$ cat src/rtl/audio_tdm_tx.sv
// Serial audio transmitter: frame FIFO feeding an I2S / TDM (DSP-A) serialiser.
// SCLK, LRCLK and SDA are generated from the system clock and leave the block registered.
module audio_tdm_tx #(
  parameter int SAMPLE_W   = 16,
  parameter int SLOT_W     = 16,
  parameter int CHANNELS   = 2,
  parameter int MODE       = 0,
  parameter int SCLK_DIV   = 4,
  parameter int FIFO_DEPTH = 4
) (
  input  logic                             clk,
  input  logic                             rst,
  input  logic                             enable,
  input  logic                             sample_valid,
  output logic                             sample_ready,
  input  logic [CHANNELS*SAMPLE_W-1:0]     sample_data,
  output logic                             i2s_sclk,
  output logic                             i2s_lrclk,
  output logic                             i2s_sda,
  output logic                             frame_start,
  output logic                             underrun,
  output logic [$clog2(FIFO_DEPTH+1)-1:0]  fifo_level
);

  localparam int FRAME_BITS = CHANNELS * SLOT_W;
  localparam int DATA_W     = CHANNELS * SAMPLE_W;
  localparam int LAST_CNT   = 2 * SCLK_DIV - 1;
  localparam int CNT_W      = $clog2(2 * SCLK_DIV);
  localparam int P_W        = (FRAME_BITS > 1) ? $clog2(FRAME_BITS) : 1;
  localparam int PTR_W      = $clog2(FIFO_DEPTH);
  localparam int LVL_W      = $clog2(FIFO_DEPTH + 1);

  // DRAIN plays out the period that carries the last bit of the final frame.
  typedef enum logic [1:0] {
    IDLE  = 2'd0,
    RUN   = 2'd1,
    DRAIN = 2'd2
  } state_t;

  state_t                 state_r;
  state_t                 next_state_s;
  logic [CNT_W-1:0]       cnt_r;
  logic [P_W-1:0]         p_r;
  logic [FRAME_BITS-1:0]  shift_r;
  logic [DATA_W-1:0]      mem_r [FIFO_DEPTH];
  logic [PTR_W-1:0]       wr_ptr_r;
  logic [PTR_W-1:0]       rd_ptr_r;
  logic [LVL_W-1:0]       level_r;
  logic                   active_s;
  logic                   frame_edge_s;
  logic                   load_s;
  logic                   push_s;
  logic                   pop_s;
  logic                   empty_s;
  logic                   lr_s;
  logic                   cnt_last_s;
  logic                   p_last_s;

  // Left-aligned, MSB-first slots; stream bit 0 sits at the top of the vector.
  function automatic logic [FRAME_BITS-1:0] format_frame(input logic [DATA_W-1:0] data);
    logic [FRAME_BITS-1:0] stream;
    stream = '0;
    for (int c = 0; c < CHANNELS; c++) begin
      stream[FRAME_BITS-1-c*SLOT_W -: SAMPLE_W] = data[c*SAMPLE_W +: SAMPLE_W];
    end
    return stream;
  endfunction

  assign fifo_level   = level_r;
  assign sample_ready = (level_r != LVL_W'(FIFO_DEPTH));

  // state register
  always_ff @(posedge clk) begin
    if (rst) begin
      state_r <= IDLE;
    end else begin
      state_r <= next_state_s;
    end
  end

  // next-state logic: enable is only honoured at the start of period 0
  always_comb begin
    next_state_s = state_r;
    case (state_r)
      IDLE: begin
        if (enable) next_state_s = RUN;
        else        next_state_s = IDLE;
      end
      RUN: begin
        if (frame_edge_s && !enable) next_state_s = DRAIN;
        else                         next_state_s = RUN;
      end
      DRAIN: begin
        if (cnt_last_s) next_state_s = IDLE;
        else            next_state_s = DRAIN;
      end
      default: next_state_s = IDLE;
    endcase
  end

  // per-cycle control decoded from state and counters
  always_comb begin
    active_s     = 1'b0;
    cnt_last_s   = (cnt_r == CNT_W'(LAST_CNT));
    p_last_s     = (p_r == P_W'(FRAME_BITS - 1));
    frame_edge_s = (cnt_r == '0) && (p_r == '0);
    empty_s      = (level_r == '0);
    case (state_r)
      IDLE:        active_s = enable;
      RUN, DRAIN:  active_s = 1'b1;
      default:     active_s = 1'b0;
    endcase
    load_s = frame_edge_s && enable && (state_r != DRAIN);
    pop_s  = load_s && !empty_s;
    push_s = sample_valid && sample_ready;
    if (MODE == 0) begin
      lr_s = (p_r >= P_W'(SLOT_W));
    end else begin
      lr_s = (p_r == '0);
    end
  end

  // clk-within-period and period counters
  always_ff @(posedge clk) begin
    if (rst) begin
      cnt_r <= '0;
      p_r   <= '0;
    end else if (!active_s || (state_r == DRAIN && cnt_last_s)) begin
      cnt_r <= '0;
      p_r   <= '0;
    end else if (cnt_last_s) begin
      cnt_r <= '0;
      if (p_last_s) p_r <= '0;
      else          p_r <= p_r + 1'b1;
    end else begin
      cnt_r <= cnt_r + 1'b1;
    end
  end

  // frame storage; data is not reset, pointers are
  always_ff @(posedge clk) begin
    if (push_s) mem_r[wr_ptr_r] <= sample_data;
  end

  // FIFO pointers and occupancy; no bypass, so a pop on empty never sees a same-cycle push
  always_ff @(posedge clk) begin
    if (rst) begin
      wr_ptr_r <= '0;
      rd_ptr_r <= '0;
      level_r  <= '0;
    end else begin
      if (push_s) wr_ptr_r <= wr_ptr_r + 1'b1;
      if (pop_s)  rd_ptr_r <= rd_ptr_r + 1'b1;
      case ({push_s, pop_s})
        2'b10:   level_r <= level_r + 1'b1;
        2'b01:   level_r <= level_r - 1'b1;
        default: level_r <= level_r;
      endcase
    end
  end

  // shift register: the old MSB leaves on the same edge the new frame arrives
  always_ff @(posedge clk) begin
    if (rst) begin
      shift_r <= '0;
    end else if (load_s) begin
      shift_r <= empty_s ? '0 : format_frame(mem_r[rd_ptr_r]);
    end else if (!active_s) begin
      shift_r <= '0;
    end else if (cnt_r == '0) begin
      shift_r <= {shift_r[FRAME_BITS-2:0], 1'b0};
    end
  end

  // registered serial outputs and status pulses
  always_ff @(posedge clk) begin
    if (rst) begin
      i2s_sclk    <= 1'b0;
      i2s_lrclk   <= 1'b0;
      i2s_sda     <= 1'b0;
      frame_start <= 1'b0;
      underrun    <= 1'b0;
    end else begin
      frame_start <= load_s;
      underrun    <= load_s && empty_s;
      if (active_s) begin
        i2s_sclk  <= (cnt_r >= CNT_W'(SCLK_DIV));
        i2s_lrclk <= lr_s;
        if (cnt_r == '0) i2s_sda <= shift_r[FRAME_BITS-1];
      end else begin
        i2s_sclk  <= 1'b0;
        i2s_lrclk <= 1'b0;
        i2s_sda   <= 1'b0;
      end
    end
  end

endmodule

$ cat config.mk
export PLATFORM = sky130hd
export DESIGN_NAME = audio_tdm_tx
export DESIGN_NICKNAME = d
export VERILOG_FILES = /design/src/rtl/audio_tdm_tx.sv
export SDC_FILE = /design/constraint.sdc
export NUM_CORES = 1
export LEC_CHECK = 0
export CAP_MARGIN = 10
export CORE_ASPECT_RATIO = 1.1
export CORE_MARGIN = 2
export CORE_UTILIZATION = 40
export DETAILED_ROUTE_END_ITERATION = 8
export GPL_TIMING_DRIVEN = 0
export HOLD_SLACK_MARGIN = 0.12
export PLACE_DENSITY = 0.65
export SETUP_SLACK_MARGIN = 0.5
export SYNTH_ARGS = -nofsm -noshare
export SYNTH_HDL_FRONTEND = slang
export SYNTH_SLANG_ARGS = --single-unit
$ cat constraint.sdc
create_clock -name clk -period 4.3 [get_ports clk]
set_input_delay 0.645 -clock clk [delete_from_list [all_inputs] [get_ports clk]]
set_output_delay 0.645 -clock clk [all_outputs]
set_load 0.01 [all_outputs]
==> flow_metrics.env <==
export IMPL_cts_resized=0
export IMPL_finalNetCount=557
export IMPL_numCtsBuffers=17
export IMPL_die_w_um=130.9
export IMPL_grt_pass1_wl_um=20280
export IMPL_arrival_ns=2.99
export IMPL_hold_buffers=0
export IMPL_period_share=0.6133
export IMPL_clock_skew_final_ns=0.008223
export IMPL_vias_per_cell=5.032
export IMPL_vdd_drop_max_uv=290.7
export IMPL_yosys_warnings=0
export IMPL_finalCriticalPeriod_ns=2.637
export IMPL_firstDrtPassIters=4
export IMPL_antennaDiodeCount=0
export IMPL_dpl_cell_area_um2=7823
export IMPL_drv_slew=0
export IMPL_grt_max_degree=33
export IMPL_ys_flop_type="edfxtp_1"
export IMPL_area_growth_pct=19.11
export IMPL_syn_area_per_cell_um2=16.00
export IMPL_syn_nets=495
export IMPL_finalSetupViolCount=0
export IMPL_crit_buf_inv=3
export IMPL_die_area_um2=18810
export IMPL_drtIter0Drc=248
export IMPL_p_leak_nw=2.874
export IMPL_fmax_ghz=0.3792
export IMPL_crit_path_max_fanout=5
export IMPL_status="complete, no violations"
export IMPL_antenna_left=0
export IMPL_hold_viol=0
export IMPL_wl_per_cell_um=16.64
export IMPL_synthesis_area_um2=7089
export IMPL_rows=51
export IMPL_drcViolationCount=0
export IMPL_cp_end_kind="flip-flop"
export IMPL_crit_chain="clkdlybuf4s50_1 -> and4bb_1 -> nand3_1 -> inv_1 -> ha_1 -> inv_1 -> fa_1 -> xor2_1 -> or3_1 -> a21oi_1"
export IMPL_cp_top_family="simple AND/OR/NAND/NOR gates"
export IMPL_cts_root_buf="clkbuf_16"
export IMPL_crit_slowest_cell="clkdlybuf4s50_1"
export IMPL_grt_usage=0.1435
export IMPL_dp_hpwl_um=7749
export IMPL_synth_enable_flop_cells=128
export IMPL_critPathMaxStageDelay_ns=0.56
export IMPL_setup_tns_ns=0
export IMPL_fillers=1490
export IMPL_ys_types=37
export IMPL_cp_start_kind="primary input"
export IMPL_start_util=0.4040
export IMPL_ys_ff_latch=184
export IMPL_grt_overflow_total=0
export IMPL_totalWireLength_um=12580
export IMPL_cts_buffer_depth=2
export IMPL_rsz0062_at_grt="no"
export IMPL_place_ws_ns=1.270
export IMPL_async_reset_ff_frac=0
export IMPL_insertion_delay_ns=0.42
export IMPL_ys_seq_area_frac=0.7003
export IMPL_worstSetupPathType="in2reg"
export IMPL_synth_area_leaders="edfxtp_1 (54%), dfxtp_1 (16%), mux4_2 (10%), a22oi_1 (3.3%), o22ai_1 (2.9%)"
export IMPL_drive_gt1_frac=0.1506
export IMPL_slew_headroom=0.3896
export IMPL_finalPower_w=0.004555
export IMPL_maxCapViolations=0
export IMPL_finalHoldWorstSlack_ns=0.4669
export IMPL_worst_pin_slew_ns=0.9156
export IMPL_place_gp_congestion=0.7760
export IMPL_p_per_area_nw_per_um2=539.5
export IMPL_r2r_slack_ns=1.68
export IMPL_hold_path_class="reg2reg"
export IMPL_core_um2=17550
export IMPL_setup_ws_ns=1.663
export IMPL_htreeDepth=4
export IMPL_dieHeight_um=143.6
export IMPL_postCtsSetupBuffers=0
export IMPL_cts_tree="built"
export IMPL_clkSlewWorstSetupHoldPaths_ns=0.07
export IMPL_final_cell_mix="edfxtp_1 (128), dfxtp_1 (56), inv_1 (45)"
export IMPL_antenna_found_initial=0
export IMPL_cts_sinks=184
export IMPL_yosys_area_top_type="edfxtp_1"
export IMPL_vias=3804
export IMPL_syn_inst=443
export IMPL_grt_pass1_vias=3956
export IMPL_synth_top_area_frac=0.5422
export IMPL_fin_area_um2=8444
export IMPL_crit_required_ns=4.65
export IMPL_port_buffers=43
export IMPL_crit_top_cell="inv_1"
export IMPL_layout_commonest_cell="edfxtp_1"
export IMPL_ios=45
[path summary, 6_finish.rpt]
path / start / to / depth (start not counted)
max: enable / fifo_level[2] / 10
min: cnt_r[0] / cnt_r[0] / 1
max reg2reg: state_r[0] / fifo_level[2] / 11
min reg2reg: cnt_r[0] / cnt_r[0] / 1
[per-layer routing]
layer  GRT usage  routed length, µm  share of wire
met4     0.05431                103         0.0082
met1      0.1768               5445           0.43
met5           0                  0              0
met2      0.2470               6608           0.53
met3     0.03127                420          0.033
[power breakdown]
group	internal [W]	leakage [nW]	switching (W)	total [W]
Sequential	0.00209	1.63	0.0000782	0.00217
Combinational	0.000363	0.944	0.000395	0.000759
Clock	0.000976	0.300	0.000651	0.00163
Total	0.00343	2.87	0.00112	0.00456
[stage by stage]
stage,utilization,std cells
after global routing,0.4812,756
after CTS,0.4812,756
after floorplan,-,443
after global placement,0.4455,724
after detailed placement,0.4458,724
final,0.4812,756
[registers in the layout, indices dropped and copies added (netlist names), 2 cells and up, named ones only]
register    count
state_r         2
fifo_level      3
shift_r        32
rd_ptr_r        2
cnt_r           3
wr_ptr_r        2
mem_r         128
p_r             5
[cell usage after synthesis, drive strengths merged (2+ instances only)]
cell type / n
o22ai: 33
nor2b: 4
a21oi: 7
nor3: 5
clkbuf: 13
and3: 5
dfxtp: 56
or3: 4
a211oi: 3
nand2: 11
buf: 11
edfxtp: 128
mux4: 32
nor3b: 2
nand4: 2
o21ai: 3
inv: 46
a22oi: 31
nand2b: 3
xor2: 5
ha: 15
nor2: 13
[final cells by class]
| type | instances | area [µm²] | area share |
|---|---|---|---|
| Inverter | 46 | 172.7 | 0.02045 |
| Sequential cell | 184 | 4965 | 0.5879 |
| Tap cell | 238 | 297.8 | 0.03526 |
| Timing Repair Buffer | 43 | 430.4 | 0.05097 |
| Multi-Input combinational cell | 189 | 1839 | 0.2178 |
| Buffer | 24 | 117.6 | 0.01393 |
| Clock inverter | 15 | 196.4 | 0.02326 |
| Clock buffer | 17 | 425.4 | 0.05038 |
[cells by family (layout without fill, tap and decap cells)]
group           count (synthesis)  in the layout  synth area share
buf+inv                        70            145           0.04094
simple gates                   56             56           0.04465
mux                            33             33            0.1031
xor+xnor                        6              6          0.007413
compound gates                 78             78           0.07430
fa+ha+maj                      16             16           0.02930
flops                         184            184            0.7003
[worst register-to-register path: cells and delay by family (launching register included)]
family                     cells  cell delay [ns]
DFF                            1             0.38
AOI/OAI and AO/OA              1             0.14
and+or+nand+nor                3             0.86
buffers and inverters          3             0.24
adders and majority gates      3             0.80
xor gates and xnor gates       1             0.15
Power figures use the tool's default switching activity.
